==> src/rtl/regfile_arb_pkg.sv <==
// Shared types and constants for the register-file write arbiter.
//   arb_state_e      : arbiter FSM state (WB_PRI = writeback priority,
//                      FORCE_MC = multi-cycle unit forced through)
//   REG_ADDR_W       : register-file address width
//   DATA_W_DEFAULT   : default write-data width
//   STARVE_CNT_W     : width of the multi-cycle starvation counter
package regfile_arb_pkg;

  typedef enum logic {
    WB_PRI   = 1'b0,
    FORCE_MC = 1'b1
  } arb_state_e;

  localparam int unsigned REG_ADDR_W     = 5;
  localparam int unsigned DATA_W_DEFAULT = 32;
  localparam int unsigned STARVE_CNT_W   = 4;

endpackage

==> src/rtl/regfile_write_arbiter_starve_counter.sv <==
// starve_counter: counts consecutive cycles the multi-cycle requester is
// stalled, saturating at all-ones.
//   clk, rst_n : clock, asynchronous active-low reset
//   inc_i      : requester stalled this cycle
//   clr_i      : requester transferred or withdrew this cycle
//   hit_o      : the increment at the coming posedge reaches LIMIT
module starve_counter
  import regfile_arb_pkg::*;
#(
  parameter int unsigned CNT_W = STARVE_CNT_W,
  parameter int unsigned LIMIT = 3
) (
  input  logic clk,
  input  logic rst_n,
  input  logic inc_i,
  input  logic clr_i,
  output logic hit_o
);

  localparam logic [CNT_W:0] LIM = (CNT_W + 1)'(LIMIT);

  logic [CNT_W-1:0] cnt_q, cnt_d;
  logic [CNT_W:0]   cnt_inc;

  assign cnt_inc = {1'b0, cnt_q} + 1'b1;

  always_comb begin
    cnt_d = cnt_q;
    if (clr_i) begin
      cnt_d = '0;
    end else if (inc_i && (cnt_q != '1)) begin
      cnt_d = cnt_inc[CNT_W-1:0];
    end
  end

  // inc_i and clr_i are mutually exclusive in the parent; clr_i still
  // masks the hit so a clear can never trigger a forced state.
  assign hit_o = inc_i && !clr_i && (cnt_inc >= LIM);

  always_ff @(posedge clk or negedge rst_n) begin
    if (!rst_n) begin
      cnt_q <= '0;
    end else begin
      cnt_q <= cnt_d;
    end
  end

endmodule

==> src/rtl/regfile_write_arbiter.sv <==
// regfile_write_arbiter: arbitrates the single register-file write port
// between the pipeline writeback (priority) and a multi-cycle unit, which
// is forced through after STARVE_LIMIT consecutive stalled cycles.
//   wb_valid/wb_ready/wb_reg/wb_data : writeback request handshake
//   mc_valid/mc_ready/mc_reg/mc_data : multi-cycle request handshake
//   regWrite/writeReg/writeData      : registered register-file write port
//   mc_forced                        : FSM is in FORCE_MC
module regfile_write_arbiter
  import regfile_arb_pkg::*;
#(
  parameter int unsigned DATA_W       = DATA_W_DEFAULT,
  parameter int unsigned STARVE_LIMIT = 3
) (
  input  logic                  clk,
  input  logic                  rst_n,
  input  logic                  wb_valid,
  output logic                  wb_ready,
  input  logic [REG_ADDR_W-1:0] wb_reg,
  input  logic [DATA_W-1:0]     wb_data,
  input  logic                  mc_valid,
  output logic                  mc_ready,
  input  logic [REG_ADDR_W-1:0] mc_reg,
  input  logic [DATA_W-1:0]     mc_data,
  output logic                  regWrite,
  output logic [REG_ADDR_W-1:0] writeReg,
  output logic [DATA_W-1:0]     writeData,
  output logic                  mc_forced
);

  arb_state_e            state_q, state_d;
  logic                  wb_xfer, mc_xfer;
  logic                  starve_inc, starve_clr, starve_hit;
  logic                  regWrite_q, regWrite_d;
  logic [REG_ADDR_W-1:0] writeReg_q, writeReg_d;
  logic [DATA_W-1:0]     writeData_q, writeData_d;

  // Readies are gated by rst_n so nothing handshakes while reset is held.
  assign wb_ready = rst_n && wb_valid && (state_q == WB_PRI);
  assign mc_ready = rst_n && mc_valid && ((state_q == FORCE_MC) || !wb_valid);

  assign wb_xfer = wb_valid && wb_ready;
  assign mc_xfer = mc_valid && mc_ready;

  assign starve_inc = mc_valid && !mc_ready;
  assign starve_clr = mc_xfer || !mc_valid;

  starve_counter #(
    .CNT_W (STARVE_CNT_W),
    .LIMIT (STARVE_LIMIT)
  ) u_starve (
    .clk   (clk),
    .rst_n (rst_n),
    .inc_i (starve_inc),
    .clr_i (starve_clr),
    .hit_o (starve_hit)
  );

  always_comb begin
    state_d = state_q;
    unique case (state_q)
      WB_PRI:   if (starve_hit) state_d = FORCE_MC;
      FORCE_MC: if (starve_clr) state_d = WB_PRI;
      default:  state_d = WB_PRI;
    endcase
  end

  // Register 0 is hardwired: the address/data still update for visibility
  // but the write enable is suppressed.
  always_comb begin
    regWrite_d  = 1'b0;
    writeReg_d  = writeReg_q;
    writeData_d = writeData_q;
    if (wb_xfer) begin
      regWrite_d  = (wb_reg != '0);
      writeReg_d  = wb_reg;
      writeData_d = wb_data;
    end else if (mc_xfer) begin
      regWrite_d  = (mc_reg != '0);
      writeReg_d  = mc_reg;
      writeData_d = mc_data;
    end
  end

  always_ff @(posedge clk or negedge rst_n) begin
    if (!rst_n) begin
      state_q     <= WB_PRI;
      regWrite_q  <= 1'b0;
      writeReg_q  <= '0;
      writeData_q <= '0;
    end else begin
      state_q     <= state_d;
      regWrite_q  <= regWrite_d;
      writeReg_q  <= writeReg_d;
      writeData_q <= writeData_d;
    end
  end

  assign regWrite  = regWrite_q;
  assign writeReg  = writeReg_q;
  assign writeData = writeData_q;
  assign mc_forced = (state_q == FORCE_MC);

endmodule

==> config.mk <==
export PLATFORM = sky130hd
export DESIGN_NAME = regfile_write_arbiter
export DESIGN_NICKNAME = d
export VERILOG_FILES = /design/src/rtl/regfile_arb_pkg.sv /design/src/rtl/regfile_write_arbiter_starve_counter.sv /design/src/rtl/regfile_write_arbiter.sv
export SDC_FILE = /design/constraint.sdc
export NUM_CORES = 1
export LEC_CHECK = 0
export BUFFER_PORTS_ARGS = -buffer_cell sky130_fd_sc_hd__buf_2
export CAP_MARGIN = 20
export CORE_AREA = 2 2 71 73
export CTS_BUF_LIST = sky130_fd_sc_hd__clkbuf_4 sky130_fd_sc_hd__clkbuf_8
export CTS_CLUSTER_SIZE = 10
export DETAILED_ROUTE_END_ITERATION = 12
export DIE_AREA = 0 0 73 75
export GPL_TIMING_DRIVEN = 0
export PLACE_DENSITY = 0.8
export SLEW_MARGIN = 10
export SYNTH_ARGS = -nofsm -noshare
export SYNTH_HDL_FRONTEND = slang
export SYNTH_SLANG_ARGS = --single-unit
==> constraint.sdc <==
create_clock -name clk -period 1.4 [get_ports clk]
set_input_delay 0.07 -clock clk [delete_from_list [all_inputs] [get_ports clk]]
set_output_delay 0.07 -clock clk [all_outputs]
set_load 0.05 [all_outputs]
## Word level (Yosys, flattened, before mapping)

Index checks and enable logic that the tools add are counted.

| word-level totals | value |
|---|---|
| bits in registers | 43 |
| input port bits | 78 |
| output and inout bits | 41 |
| word-level logic and storage cells | 40 |

| operators by class | value |
|---|---|
| add/sub/neg operators | 1 |
| order comparisons | 1 |
| eq/ne operators | 1 |
| mux-type cells | 11 |
| bitwise operators | 1 |
| reduce and logical (&&, ||, !) cells | 20 |

Operators with widths:

| operator | count |
|---|---|
| two-way mux 32 bit | 2 |
| logical AND 1 bit | 10 |
| two-way mux 5 bit | 2 |
| nonzero test 5 bit | 2 |
| two-way mux 4 bit | 2 |
| adder 4 x 1 -> 5 bit, second input constant | 1 |
| greater-or-equal comparator 5 x 2 -> 1 bit, second input constant | 1 |
| zero test 1 bit | 4 |
| two-way mux 1 bit | 4 |
| != test 4 bit, second input constant | 1 |
| nonzero test 2 bit | 2 |
| logical OR 1 bit | 2 |
| one-hot mux 1 bit (2 select lines) | 1 |
| NOT 1 bit | 1 |

## Longest topological paths before layout

| logic depth | value |
|---|---|
| word-level depth | 10 |
| depth in mapped cells | 5 |

## Modules after synthesis

Synthesis repeated with hierarchy kept, for this count alone.

| unflattened totals | value |
|---|---|
| cell total of the unflattened synthesis | 209 |
| area, all modules | 2152.1 um2 |

Modules (own cells, without submodules):

| module | times used | cells an instance | area each (um2) | sequential area each (um2) |
|---|---|---|---|---|
| regfile_write_arbiter | 1 | 181 | 1895.6 | 975.9 |
| starve_counter | 1 | 28 | 256.5 | 100.1 |

## Least setup slack after synthesis

OpenSTA, ideal clock, no wires.

| timing | value |
|---|---|
| path type | reg-to-output |
| start point | register state_q, in the netlist mc_forced |
| end point | output mc_ready |
| data arrival time | 1.575 ns |
| required time | 1.330 ns |
| path slack | -0.245 ns |
| stages on the path, launching flop included | 3 |
| buffers on the path | 0 |
| path through | dfrtp_1 and2b_1 nor2_1 |

| between the ends | value |
|---|---|
| longest elaborated chain between the ends | 2 |

Ends and longest elaborated chain:

| what | RTL line | text |
|---|---|---|
| start: declaration | regfile_write_arbiter.sv:30 | `arb_state_e state_q, state_d;` |
| start signal: assignment | regfile_write_arbiter.sv:91 | `state_q <= state_d;` |
| logical OR 1 bit | regfile_write_arbiter.sv:39 | `assign mc_ready = rst_n && mc_valid && ((state_q == FORCE_MC) \|\| !wb_valid);` |
| logical AND 1 bit | regfile_write_arbiter.sv:39 |  |
| end: declaration | regfile_write_arbiter.sv:21 | `output logic mc_ready,` |

Every way passes these cells.

## Worst setup path in the final report

| timing | value |
|---|---|
| start point | register state_q, in the netlist mc_forced |
| end point | output wb_ready |

| between the ends | value |
|---|---|
| longest elaborated chain between the ends | 2 |

Ends and longest elaborated chain:

| what | RTL line | text |
|---|---|---|
| NOT 1 bit | regfile_write_arbiter.sv:38 | `assign wb_ready = rst_n && wb_valid && (state_q == WB_PRI);` |
| logical AND 1 bit | regfile_write_arbiter.sv:38 |  |
| end: declaration | regfile_write_arbiter.sv:17 | `output logic wb_ready,` |

Every way passes these cells.

==> summary.txt <==
Status
  • Status: finished with violations
  • Failing checks: negative hold slack

Place
  • DP HPWL: ~4000 um
  • Final RePlAce weighted congestion: 0.7556
  • Placed Cells incl. Taps: 372
  • # port buffers: 118

Finish
  • Share of cells above drive strength 1: 48.34%
  • Layout net count: 410
  • Area Growth Syn to Fin: 44.32%
  • Fin cells: roughly 390
  • Diodes inserted: 0
  • # fillers: 396

CTS
  • Longest Clk Path Bufs: 2
  • Clock-pin slew on the worst setup and hold paths: ~0.080 ns
  • TritonCTS clock tree: built
  • Clock latency on the worst-skew pair: 0.29 ns
  • CTS Buf Count: 5
  • CTS Sinks: 43
  • H-tree levels: 2
  • CTS root buf: clkbuf_8

STA
  • Setup violators final: 0
  • RSZ-0062 raised after global routing: yes
  • Slew margin rel.: 65.75%
  • Skew final: 0.001949 ns
  • Hold_ws: -0.3047 ns
  • Final Hold Vio Count: 43
  • Final Max Slew Viols: 0
  • Slew at the pin closest to its max-slew limit: 0.5137 ns
  • Fmax achieved: 0.7152 GHz
  • Final worst path period share: 99.87%
  • Crit path time final: 1.398 ns

Route
  • DR pass1 iterations: 4
  • Via count: 1893
  • Remaining antenna violation count after routing: 0
  • Vias per inst: between 4 and 5
  • Detailed Route WL: 5255 um
  • Routed wire per std cell: between 10 and 15 um
  • Drt drc: 0
  • First DRT Iteration DRCs: 66

Yosys
  • Top cells by area, synth: dfrtp_1, mux2i_1, a21oi_1
  • Synthesis-stage register bit count: 43
  • Number of synthesis warnings: 0
  • Post-synthesis sequential area ratio: 51.93%
  • Syn_nets: 280
  • Synth top area share: 51.93%
  • Async set-or-reset flop fraction in the synthesized netlist: 100.0%
  • Most common flop cell mapped by yosys: dfrtp_1
  • Number of synthesized flops with an enable pin: 0
  • Synth Instances: 200
  • Post-synth top area cell: dfrtp_1
  • Mean Syn Cell Area: 10.36 um^2
  • Synth cell count leaders: dfrtp_1, nor2_1, a21oi_1
  • Yosys cell types: 31
  • Cell area after synthesis: 2072 um^2

Setup path
  • CP endpoint kind: output pin
  • Reg2reg start: mc_forced
  • Required time worst endpoint: 1.33 ns
  • Crit-path max cell delay: 0.41 ns
  • CP max stage cell: dfrtp_2
  • CP max FO: 3
  • Reg2Reg Depth: 6
  • Startpoint Class: flip-flop
  • Crit Path Class: reg -> out
  • Crit path DAT: 1.33 ns
  • Reg2reg end: writeData[15]
  • Cells along the critical path: nand3b_1, buf_6, buf_8, clkinv_4, buf_8
  • Most frequent CP cell: buf_8
  • R2r setup slk: 0.07 ns

Floorplanning
  • Ports: about 120
  • Die Ht: around 75 um
  • # rows: 25
  • Core Box Area: between 4000 and 5000 um^2
  • Initial Util: 44.46%
  • DIE AREA: between 5000 and 6000 um^2
  • Die Width: 73 um

Global routing
  • Largest net degree at the start of global routing: slightly below 50
  • GRT Total Usage: between 15 and 20%
  • Initial antenna violation count: 0
  • Vias in the first global route: 1782
  • Gr ovfl total: 0
  • Global-route wire length before repair: 8183 um

Power and ir drop
  • Sequential share of power: 37.4%
  • Peak VDD IR: 680.8 uV
  • Power Density: about 1400 nW/um^2
  • Net Switching: 0.001662 W
  • Clock Power Share: 23.8%
  • Combinational power share: 38.8%
  • Sw Share: between 30% and 40%
  • LEAKAGE: between 1.5 and 2 nW
  • Total power: ~0.0042 W
  • Int Pwr: between 0.002 and 0.003 W

Flow run
  • MaxCap Viol Count: 0

Worst hold path
  • Hold Crit Class: in -> async
## worst max-delay path: cells and delay by family, from the launching register on
family	cells	cell delay (ns)
buf+inv	4	0.44
simple gates	1	0.18
flops	1	0.41
## cell families after synthesis
logic type | share of synthesized area [%]
AND/OR/NAND/NOR | 12.08
buffers and inverters | 4.830
flip-flops | 51.93
XOR/XNOR | 0.4228
AO/OA/AOI/OAI | 12.14
multiplexers | 17.39
adder cells (fa/ha/maj) | 1.208
## repair_timing
item	4_1_cts	5_1_grt
hold endpoints to repair	43	43
resized for setup	15	24
buffers inserted	4	1
setup endpoints to repair	39	32
## final cells by class
cell class                 count  area, um^2  share of cell area (%)
sequential                    43        1077                   36.02
tap                           54       67.56                   2.259
clock inverter                 2       35.03                   1.172
multi-input combinational    142       929.6                   31.09
timing repair buffer         123       650.6                   21.76
clock buffer                   6       82.58                   2.762
buffer                        12       131.4                   4.393
inverter                       3       16.27                  0.5439
## worst max-delay path by stage
stage                         start  slack [ns]       endpoint
after floorplan           mc_forced        0.09  writeData[10]
after global placement        rst_n       -0.51       wb_ready
after detailed placement      rst_n       -0.53       wb_ready
after CTS                 mc_forced       -0.03       wb_ready
after global routing      mc_forced       -0.06       wb_ready
final                     mc_forced       0.002       wb_ready
## power by group through the flow
stage | registers (W) | logic, W | clock network, W
floorplan | 0.00231 | 0.000379 | 0
global placement | 0.00157 | 0.00153 | 0
finish | 0.00156 | 0.00162 | 0.000993
CTS | 0.00156 | 0.00160 | 0.00102
detailed placement | 0.00158 | 0.00156 | 0
global route | 0.00159 | 0.00173 | 0.00107
## through the flow
stage	utilization [%]	TNS (ns)	area [um^2]	worst slack, ns
floorplan	-	0	2076	0.09078
CTS	62.77	-0.02749	2925	-0.02749
global placement	58.66	-15.91	2734	-0.5119
finish	64.16	0	2990	0.001832
global route	64.16	-0.1355	2990	-0.06271
detailed placement	58.66	-17.52	2734	-0.5318
## state kept, by name, indices dropped and copies added, names as in the netlist
signal	cells
writeData	32
writeReg	5
u_starve.cnt_q	4
mc_forced	1
regWrite	1
## metal layers
layer	vias to the layer above	wire, um	global-route usage (%)
li1	951	-	-
met2	88	2527	32.13
met1	850	2271	25.45
met3	4	417	5.355
met5	-	0	0
met4	0	38	6.790
## cells in the final DEF (no fill, tap or decap), types with 2 or more instances in the layout
master	count
buf_6	6
nor2_2	10
nand3b_1	2
buf_2	115
nor2_1	33
buf_8	5
dfrtp_1	42
clkbuf_8	6
nand2_1	2
or4_1	2
inv_1	2
mux2i_1	36
ha_1	2
buf_4	8
a21oi_2	2
a21oi_1	36
o21ai_0	3
Note: power is estimated with default switching activity, not from simulation.
